[src/rtl/grid_pkg.sv]
// Shared grid defaults and result-drain FSM encoding.
// Imported by the drain top and its row FIFO.
package grid_pkg;

  localparam int unsigned DEF_N            = 4;
  localparam int unsigned DEF_DATA_WIDTH   = 16;
  localparam int unsigned DEF_RESULT_WIDTH = 32;

  typedef enum logic [1:0] {
    ST_IDLE    = 2'd0,
    ST_COLLECT = 2'd1,
    ST_DRAIN   = 2'd2
  } drain_state_e;

endpackage

[src/rtl/result_fifo.sv]
// Row FIFO for deskewed results; the MSB of each entry is the last-row tag.
// A push into a full FIFO is taken only when a pop happens in the same cycle.
module result_fifo #(
  parameter int unsigned WIDTH = 129,
  parameter int unsigned DEPTH = 8,
  localparam int unsigned AW   = $clog2(DEPTH),
  localparam int unsigned CW   = AW + 1
) (
  input  logic             clk,
  input  logic             reset,
  input  logic             push_i,
  input  logic [WIDTH-1:0] wdata_i,
  input  logic             pop_i,
  output logic [WIDTH-1:0] rdata_o,
  output logic [CW-1:0]    count_o,
  output logic             full_o,
  output logic             empty_o,
  output logic             accept_o
);

  logic [WIDTH-1:0] mem_q [DEPTH];
  logic [AW-1:0]    wr_ptr_q, rd_ptr_q;
  logic [CW-1:0]    cnt_q;
  logic             do_push, do_pop;

  assign empty_o  = (cnt_q == '0);
  assign full_o   = (cnt_q == CW'(DEPTH));
  assign do_pop   = pop_i && !empty_o;
  assign do_push  = push_i && (!full_o || do_pop);
  assign accept_o = do_push;
  assign count_o  = cnt_q;
  assign rdata_o  = mem_q[rd_ptr_q];

  always_ff @(posedge clk) begin
    if (do_push) mem_q[wr_ptr_q] <= wdata_i;
  end

  always_ff @(posedge clk) begin
    if (reset) begin
      wr_ptr_q <= '0;
      rd_ptr_q <= '0;
      cnt_q    <= '0;
    end else begin
      if (do_push) wr_ptr_q <= AW'(wr_ptr_q + 1'b1);
      if (do_pop)  rd_ptr_q <= AW'(rd_ptr_q + 1'b1);
      unique case ({do_push, do_pop})
        2'b10:   cnt_q <= CW'(cnt_q + 1'b1);
        2'b01:   cnt_q <= CW'(cnt_q - 1'b1);
        default: cnt_q <= cnt_q;
      endcase
    end
  end

endmodule

[src/rtl/result_drain.sv]
// Deskews systolic bottom sums into whole rows, buffers a tile's rows
// and drains them over a valid/ready port with a last-row marker.
module result_drain
  import grid_pkg::*;
#(
  parameter int unsigned N             = DEF_N,
  parameter int unsigned RESULT_WIDTH  = DEF_RESULT_WIDTH,
  parameter int unsigned FIFO_DEPTH    = 8,
  parameter int unsigned ROW_CNT_WIDTH = 16
) (
  input  logic                      clk,
  input  logic                      reset,
  input  logic                      enable,
  input  logic [N*RESULT_WIDTH-1:0] sums_bottom,
  input  logic                      sums_valid,
  input  logic                      start,
  input  logic [ROW_CNT_WIDTH-1:0]  tile_rows,
  output logic [N*RESULT_WIDTH-1:0] out_row,
  output logic                      out_valid,
  input  logic                      out_ready,
  output logic                      out_last,
  output logic                      stall_req,
  output logic                      overflow,
  output logic                      busy
);

  localparam int unsigned RW = N * RESULT_WIDTH;
  localparam int unsigned CW = $clog2(FIFO_DEPTH) + 1;

  logic [RW-1:0] dsk_row;
  logic          dsk_vld;

  // Column j arrives j cycles late, so it gets N-1-j stages to line up.
  for (genvar j = 0; j < N; j++) begin : g_col
    localparam int unsigned D = N - 1 - j;
    if (D == 0) begin : g_pass
      assign dsk_row[j*RESULT_WIDTH +: RESULT_WIDTH] =
        sums_bottom[j*RESULT_WIDTH +: RESULT_WIDTH];
    end else begin : g_sh
      logic [RESULT_WIDTH-1:0] sh_q [D];
      always_ff @(posedge clk) begin
        if (reset) begin
          for (int k = 0; k < D; k++) sh_q[k] <= '0;
        end else if (enable) begin
          sh_q[0] <= sums_bottom[j*RESULT_WIDTH +: RESULT_WIDTH];
          for (int k = 1; k < D; k++) sh_q[k] <= sh_q[k-1];
        end
      end
      assign dsk_row[j*RESULT_WIDTH +: RESULT_WIDTH] = sh_q[D-1];
    end
  end

  if (N == 1) begin : g_vld_pass
    assign dsk_vld = sums_valid;
  end else begin : g_vld
    logic [N-2:0] vld_q;
    always_ff @(posedge clk) begin
      if (reset) begin
        vld_q <= '0;
      end else if (enable) begin
        vld_q[0] <= sums_valid;
        for (int k = 1; k < N - 1; k++) vld_q[k] <= vld_q[k-1];
      end
    end
    assign dsk_vld = vld_q[N-2];
  end

  drain_state_e             state_q, state_d;
  logic [ROW_CNT_WIDTH-1:0] rows_q, rows_d;
  logic [ROW_CNT_WIDTH-1:0] cap_q, cap_d;
  logic [ROW_CNT_WIDTH-1:0] pop_q, pop_d;
  logic                     ovf_q, ovf_d;

  logic          push_req, tag_last, accept;
  logic          f_full, f_empty, pop_fire;
  logic [RW:0]   f_head;
  logic [CW-1:0] f_count;

  assign push_req = (state_q == ST_COLLECT) && dsk_vld && enable;
  assign tag_last = (cap_q == rows_q - ROW_CNT_WIDTH'(1));
  assign pop_fire = !f_empty && out_ready;

  result_fifo #(
    .WIDTH (RW + 1),
    .DEPTH (FIFO_DEPTH)
  ) u_fifo (
    .clk      (clk),
    .reset    (reset),
    .push_i   (push_req),
    .wdata_i  ({tag_last, dsk_row}),
    .pop_i    (out_ready),
    .rdata_o  (f_head),
    .count_o  (f_count),
    .full_o   (f_full),
    .empty_o  (f_empty),
    .accept_o (accept)
  );

  always_comb begin
    state_d = state_q;
    rows_d  = rows_q;
    cap_d   = cap_q;
    pop_d   = pop_q;
    ovf_d   = ovf_q;
    if (pop_fire) pop_d = pop_q + ROW_CNT_WIDTH'(1);
    unique case (state_q)
      ST_IDLE: begin
        if (start && (tile_rows != '0)) begin
          state_d = ST_COLLECT;
          rows_d  = tile_rows;
          cap_d   = '0;
          pop_d   = '0;
        end
      end
      ST_COLLECT: begin
        if (push_req) begin
          cap_d = cap_q + ROW_CNT_WIDTH'(1);
          if (!accept) ovf_d = 1'b1;
          if (tag_last) state_d = ST_DRAIN;
        end
      end
      ST_DRAIN: begin
        // An empty FIFO here means the tagged row was dropped.
        if (f_empty || (pop_fire && f_head[RW])) state_d = ST_IDLE;
      end
      default: state_d = ST_IDLE;
    endcase
  end

  always_ff @(posedge clk) begin
    if (reset) begin
      state_q <= ST_IDLE;
      rows_q  <= '0;
      cap_q   <= '0;
      pop_q   <= '0;
      ovf_q   <= 1'b0;
    end else begin
      state_q <= state_d;
      rows_q  <= rows_d;
      cap_q   <= cap_d;
      pop_q   <= pop_d;
      ovf_q   <= ovf_d;
    end
  end

  assign out_valid = !f_empty;
  assign out_row   = f_empty ? '0 : f_head[RW-1:0];
  assign out_last  = !f_empty && f_head[RW];
  assign stall_req = (f_count >= CW'(FIFO_DEPTH - N));
  assign overflow  = ovf_q;
  assign busy      = (state_q != ST_IDLE);

endmodule
[config.mk]
export PLATFORM = sky130hd
export DESIGN_NAME = result_drain
export DESIGN_NICKNAME = d
export VERILOG_FILES = /design/src/rtl/grid_pkg.sv /design/src/rtl/result_fifo.sv /design/src/rtl/result_drain.sv
export SDC_FILE = /design/constraint.sdc
export NUM_CORES = 1
export LEC_CHECK = 0
export CORE_MARGIN = 2
export CORE_UTILIZATION = 32
export CTS_BUF_LIST = sky130_fd_sc_hd__clkbuf_8
export DETAILED_ROUTE_END_ITERATION = 6
export GPL_TIMING_DRIVEN = 0
export PLACE_DENSITY_LB_ADDON = 0.12
export SLEW_MARGIN = 10
export SYNTH_ARGS = -nofsm -noshare
export SYNTH_HDL_FRONTEND = slang
export SYNTH_SLANG_ARGS = --single-unit
[constraint.sdc]
create_clock -name clk -period 34.8 [get_ports clk]
set_input_delay 8.7 -clock clk [delete_from_list [all_inputs] [get_ports clk]]
set_output_delay 8.7 -clock clk [all_outputs]
set_load 0.1 [all_outputs]
### Word level (Yosys, flattened, before mapping)

Memories as Yosys holds them, arrays and structs flattened. A register that Yosys moved wholly into a read port is not among the register bits.
Index checks and enable logic that the tools add are counted.

| storage, ports and cells | value |
|---|---|
| output and inout bits | 133 |
| input port bits | 150 |
| memories | 4 |
| RAM bits | 1,224 |
| bits in registers | 48 |
| word-level logic and storage cells | 83 |

Memories:

| name | depth | width | rd ports | clocked after memory_dff | wr ports | line | text |
|---|---|---|---|---|---|---|---|
| u_fifo.mem_q | 8 | 129 | 1 | 1 | 1 | result_fifo.sv:21 | `logic [WIDTH-1:0] mem_q [DEPTH];` |
| g_col[0].g_sh.sh_q | 3 | 32 | 3 | 0 | 3 | result_drain.sv:40 | `logic [RESULT_WIDTH-1:0] sh_q [D];` |
| g_col[1].g_sh.sh_q | 2 | 32 | 2 | 0 | 2 | result_drain.sv:40 |  |
| g_col[2].g_sh.sh_q | 1 | 32 | 1 | 0 | 1 | result_drain.sv:40 |  |

| operators by class | value |
|---|---|
| eq/ne operators | 10 |
| add/sub/neg operators | 6 |
| $lt $le $gt $ge | 1 |
| reduce and logical (&&, ||, !) cells | 22 |
| bitwise operators | 6 |
| muxes and demuxes | 26 |

Operators by type and width:

| kind | number |
|---|---|
| 32-bit 2-to-1 mux | 6 |
| 128-bit 2-to-1 mux | 1 |
| 16-bit 2-to-1 mux | 2 |
| 16-bit case mux with 2 select lines | 1 |
| 32-bit OR reduction | 1 |
| 16-bit by 1-bit adder with 16-bit output, second input constant | 1 |
| 16-bit equality test | 1 |
| 16-bit nonzero test | 1 |
| 16-bit by 1-bit subtractor with 16-bit output, second input constant | 1 |
| 1-bit 2-to-1 mux | 8 |
| 2-bit 2-to-1 mux | 4 |
| 4-bit case mux with 2 select lines | 1 |
| 1-bit logical AND | 7 |
| 3-bit by 1-bit adder with 3-bit output, second input constant | 2 |
| 3-bit 2-to-1 mux | 2 |
| 2-bit inequality test, second input constant | 3 |
| 2-bit case mux with 3 select lines | 1 |
| 3-bit AND reduction | 2 |
| 2-bit nonzero test | 3 |
| 1-bit OR | 5 |
| 4-bit by 1-bit adder with 4-bit output, second input constant | 1 |
| 2-bit by 1-bit equality test with 1-bit output, second input constant | 2 |
| 2-bit equality test, second input constant | 2 |
| 4-bit equality test, second input constant | 1 |
| 10 further kinds | 12 |

### Longest topological paths before layout

| depth | value |
|---|---|
| word-level depth | 7 |
| mapped depth | 12 |
| mapped depth without buffers | 12 |

### Hierarchy

Synthesis repeated with hierarchy kept, for this count alone.

| second synthesis, totals | value |
|---|---|
| cell total of the unflattened synthesis | 2,384 |
| area, all modules | 49,964.2 µm² |

Modules (own cells, without submodules):

| module | area each (µm²) | times used | cells an instance | sequential area each (µm²) |
|---|---|---|---|---|
| result_fifo | 39,880.7 | 1 | 1,575 | 31,250.0 |
| result_drain | 10,083.4 | 1 | 809 | 6,526.3 |

### Least setup slack after synthesis

Ideal clock, no wire load.

| timing path | value |
|---|---|
| path type | input -> register |
| start point | input port enable |
| end point | memory u_fifo.mem_q[0][0], enable pin |
| setup time | 776 ps |
| data arrival time | 18,432 ps |
| slack | 15,592 ps |
| data required time | 34,024 ps |
| buffers on the path | 1 |
| stages | 5 |
| cells stage by stage | buf_2 nand4b_1 a21oi_1 nand2b_1 nor3_1 |

| between the ends | value |
|---|---|
| longest elaborated chain between the ends | 4 |

Ends and longest elaborated chain:

| item | line | text |
|---|---|---|
| start, declared | result_drain.sv:13 | `input logic enable,` |
| 1-bit logical AND | result_drain.sv:79 | `assign push_req = (state_q == ST_COLLECT) && dsk_vld && enable;` |
| 1-bit logical AND | result_fifo.sv:29 | `assign do_push = push_i && (!full_o \|\| do_pop);` |
| 1-bit 2-to-1 mux | result_fifo.sv:35 | `if (do_push) mem_q[wr_ptr_q] <= wdata_i;` |
| 1-bit 2-to-1 mux (not written as such) | result_fifo.sv:35 |  |
| end, declared | result_fifo.sv:21 |  |

Every way passes these cells.

==> impl_metrics.ini <==
[run_status]
status = completed

[global_routing]
grtUsageMet1_pct = 21.0
grt_use_met3_pct = 3.45
grt_usage_pct = 16.1
grt-busiest-layer = met2
grt_pass1_vias = 26400
antenna_found_initial = 11
grt_pass1_wl_um = 182000
grt-ovfl-total = 0
grt_use_met2_pct = 26.9
grt_start_max_net_pins = 49

[timing]
finalHoldViolCount = 0
max_freq_ghz = 0.0716
fin_crit_sh_pct = 40.2
relSlewSlack_pct = 18.5
setup_viol = 0
min_period_ns = 13.97
finClkSkew_ns = 0.0333
tns_ns = 0
setup_ws_ns = 20.83
worstMarginPinSlew_ns = 1.22
maxSlewViolCount = 0
rsz0062_at_grt = no

[detailed_routing]
routed_wl_um = 126000
post-route-drc-count = 0
firstDrtPassIters = 5
wl_per_cell_um = 24.3
avgViaCountPerCell = 4.73
routed-via-count = 24500
detail-route-antenna-nets = 0
drt_iter0_markers = 1580

[power_and_ir_drop]
p_clk_share_pct = 25.7
ir_worst_vdd_mv = 0.130
power_switching_w = 0.00194
total_power_w = 0.00473
power_frac_seq_pct = 36.6
swShare_pct = 41.0
power_leakage_nw = 19.2
combPwrFrac_pct = 37.7
power_density_nw_per_um2 = 79.0
intPower_w = 0.00279

[setup_path]
cp_cell_sequence = clkbuf_1, clkbuf_1, buf_2, mux4_2, mux2i_1, nor2_1, clkdlybuf4s50_1
critical_path_class = flip-flop to primary output
cp_common_cell = clkbuf_1
arrival_ns = 5.27
critPathMaxStageDelay_ns = 1.01
cp-end-kind = primary output
cp_slowest_cell = clkdlybuf4s50_1
cp.required_ns = 26.10
r2r-start = state_q[1]$_SDFFE_PP0P_
crit_fanout = 10
startpoint_type = flip-flop

[placed_design]
numPortBuffers = 281
dp_hpwl_um = 82400
place_ws_ns = 21.68
place_congestion = 0.764

[logic_synthesis]
synth_async_sr_flop_share_pct = 0
synth_ff_type = edfxtp_1
syn_area_per_cell_um2 = 20.5
syn_inst = 2383
ys_warn_count = 0
ys_seq_area_share_pct = 77.3
synth_xor_area_share_pct = 0.574
syn_nets = 2540
synthSimpleGateAreaFrac_pct = 5.13
synth_compound_area_share_pct = 0.710
ys_types = 57
syn-cell-area_um2 = 48800
synthAdderAreaFrac_pct = 0.195
synth_edf_count = 1224
muxShareOfSynthArea_pct = 14.9
synth_top_family_by_area = multiplexers
ys_ff_latch = 1275

[clock_tree]
h-tree-depth = 4
post_cts_resized = 0
postCtsSetupBuffers = 0
cts.clk_slew.worst_paths_ns = 0.06
clock_latency_ns = 0.94
holdBufCountCts = 0
numCtsBuffers = 214
clock_path_buffers = 3
clock-root-buffer = clkbuf_8
cts_tree = yes
clock_sinks = 1275

[min_path]
holdCritStartpoint = u_fifo.rd_ptr_q[1]$_SDFFE_PP0P_
hold_class = flip-flop to flip-flop

[die]
dieArea_um2 = 156000
core_um2 = 152000
start_util_pct = 32.2
ios = 283
die_w_um = 395
die_h_um = 395
std_cell_rows = 143

[layout]
drive_above_1_share_pct = 21.5
finalNetCount = 3138
fill_cells = 13900
area_growth_pct = 22.7
final_cell_mix = edfxtp_1 (1224), clkdlybuf4s50_1 (281), mux4_2 (258)
layout_commonest_cell = edfxtp_1

[run]
maxCapViolations = 0
logic make-up after synthesis:
family                   after synthesis
buffers and inverters                135
AO/OA/AOI/OAI                         50
XOR/XNOR                              32
multiplexers                         406
AND/OR/NAND/NOR                      478
adder cells (fa/ha/maj)                7
flip-flops                          1275
synth_stat cells, types with 9 or more instances:
cell type     n  area (µm²)
nand2_1      16        60.1
inv_1        13        48.8
and2_1      193        1210
nor3_1       15        75.1
a21oi_1      15        75.1
or3_1         9        56.3
buf_1        22        82.6
xnor2_1      22         193
clkbuf_1     73         274
nand3_1       9        45.0
dfxtp_1      51        1020
xor2_1       10        87.6
mux2i_1     148        1480
mux4_2      258        5810
nor2_1      190         713
edfxtp_1   1224       36800
buf_2        26         130
registers in the layout, indices dropped and copies added (netlist names), named ones only:
register and flops:
overflow 1, u_fifo.count_o 4, u_fifo.rd_ptr_q 3, state_q 2, rows_q 16, cap_q 16
u_fifo.mem_q 1032, g_vld.vld_q 3, g_col.g_sh.sh_q 192, u_fifo.wr_ptr_q 3
final timing paths:
check | end | slack (ns) | depth (start not counted)
worst max-delay path | out_row[36] | 20.83 | 7
worst min-delay path | flip-flop | 0.49 | 2
worst max register to register | u_fifo.mem_q[1][57]$_DFFE_PP_ | 30.95 | 10
worst min register to register | flip-flop | 0.49 | 2
worst max-delay path: cells and delay by family (launching register included):
kind	cells	cell delay (ns)
DFF	1	0.31
buffers and inverters	4	2.85
muxes	2	1.06
and+or+nand+nor	1	0.11
power groups by stage:
stage	Sequential (W)	Clock, W	Combinational (W)
floorplan	0.00176	0	0.00131
global placement	0.00176	0	0.00181
detailed placement	0.00176	0	0.00182
CTS	0.00173	0.00127	0.00182
global route	0.00174	0.00133	0.00186
finish	0.00173	0.00122	0.00178
metal layers:
metal,wire (µm),up-vias
li1,-,10800
met2,62200,603
met5,22,-
met1,54400,12900
met4,3110,4
met3,6130,213
final cells by class:
| cell class | count | area [µm²] | share of cell area, % |
|---|---|---|---|
| sequential | 1275 | 37800 | 63.0 |
| multi-input combinational | 973 | 10600 | 17.7 |
| timing repair buffer | 382 | 4570 | 7.62 |
| clock buffer | 216 | 2970 | 4.96 |
| tap | 2030 | 2540 | 4.24 |
| clock inverter | 168 | 913 | 1.52 |
| buffer | 122 | 505 | 0.844 |
| inverter | 13 | 48.8 | 0.0814 |
| antenna | 6 | 15.0 | 0.0251 |
stage by stage:
stage | util [%] | cells | hold slack (ns) | area (µm²)
floorplan | - | 2383 | 0.454 | 48800
detailed placement | 36.9 | 4795 | 0.485 | 56000
CTS | 39.5 | 5179 | 0.493 | 59900
finish | 39.5 | 5185 | 0.487 | 59900
global placement | 35.7 | 4694 | 0.482 | 54200
global route | 39.5 | 5183 | 0.517 | 59900
(Power assumes the default switching activity.)
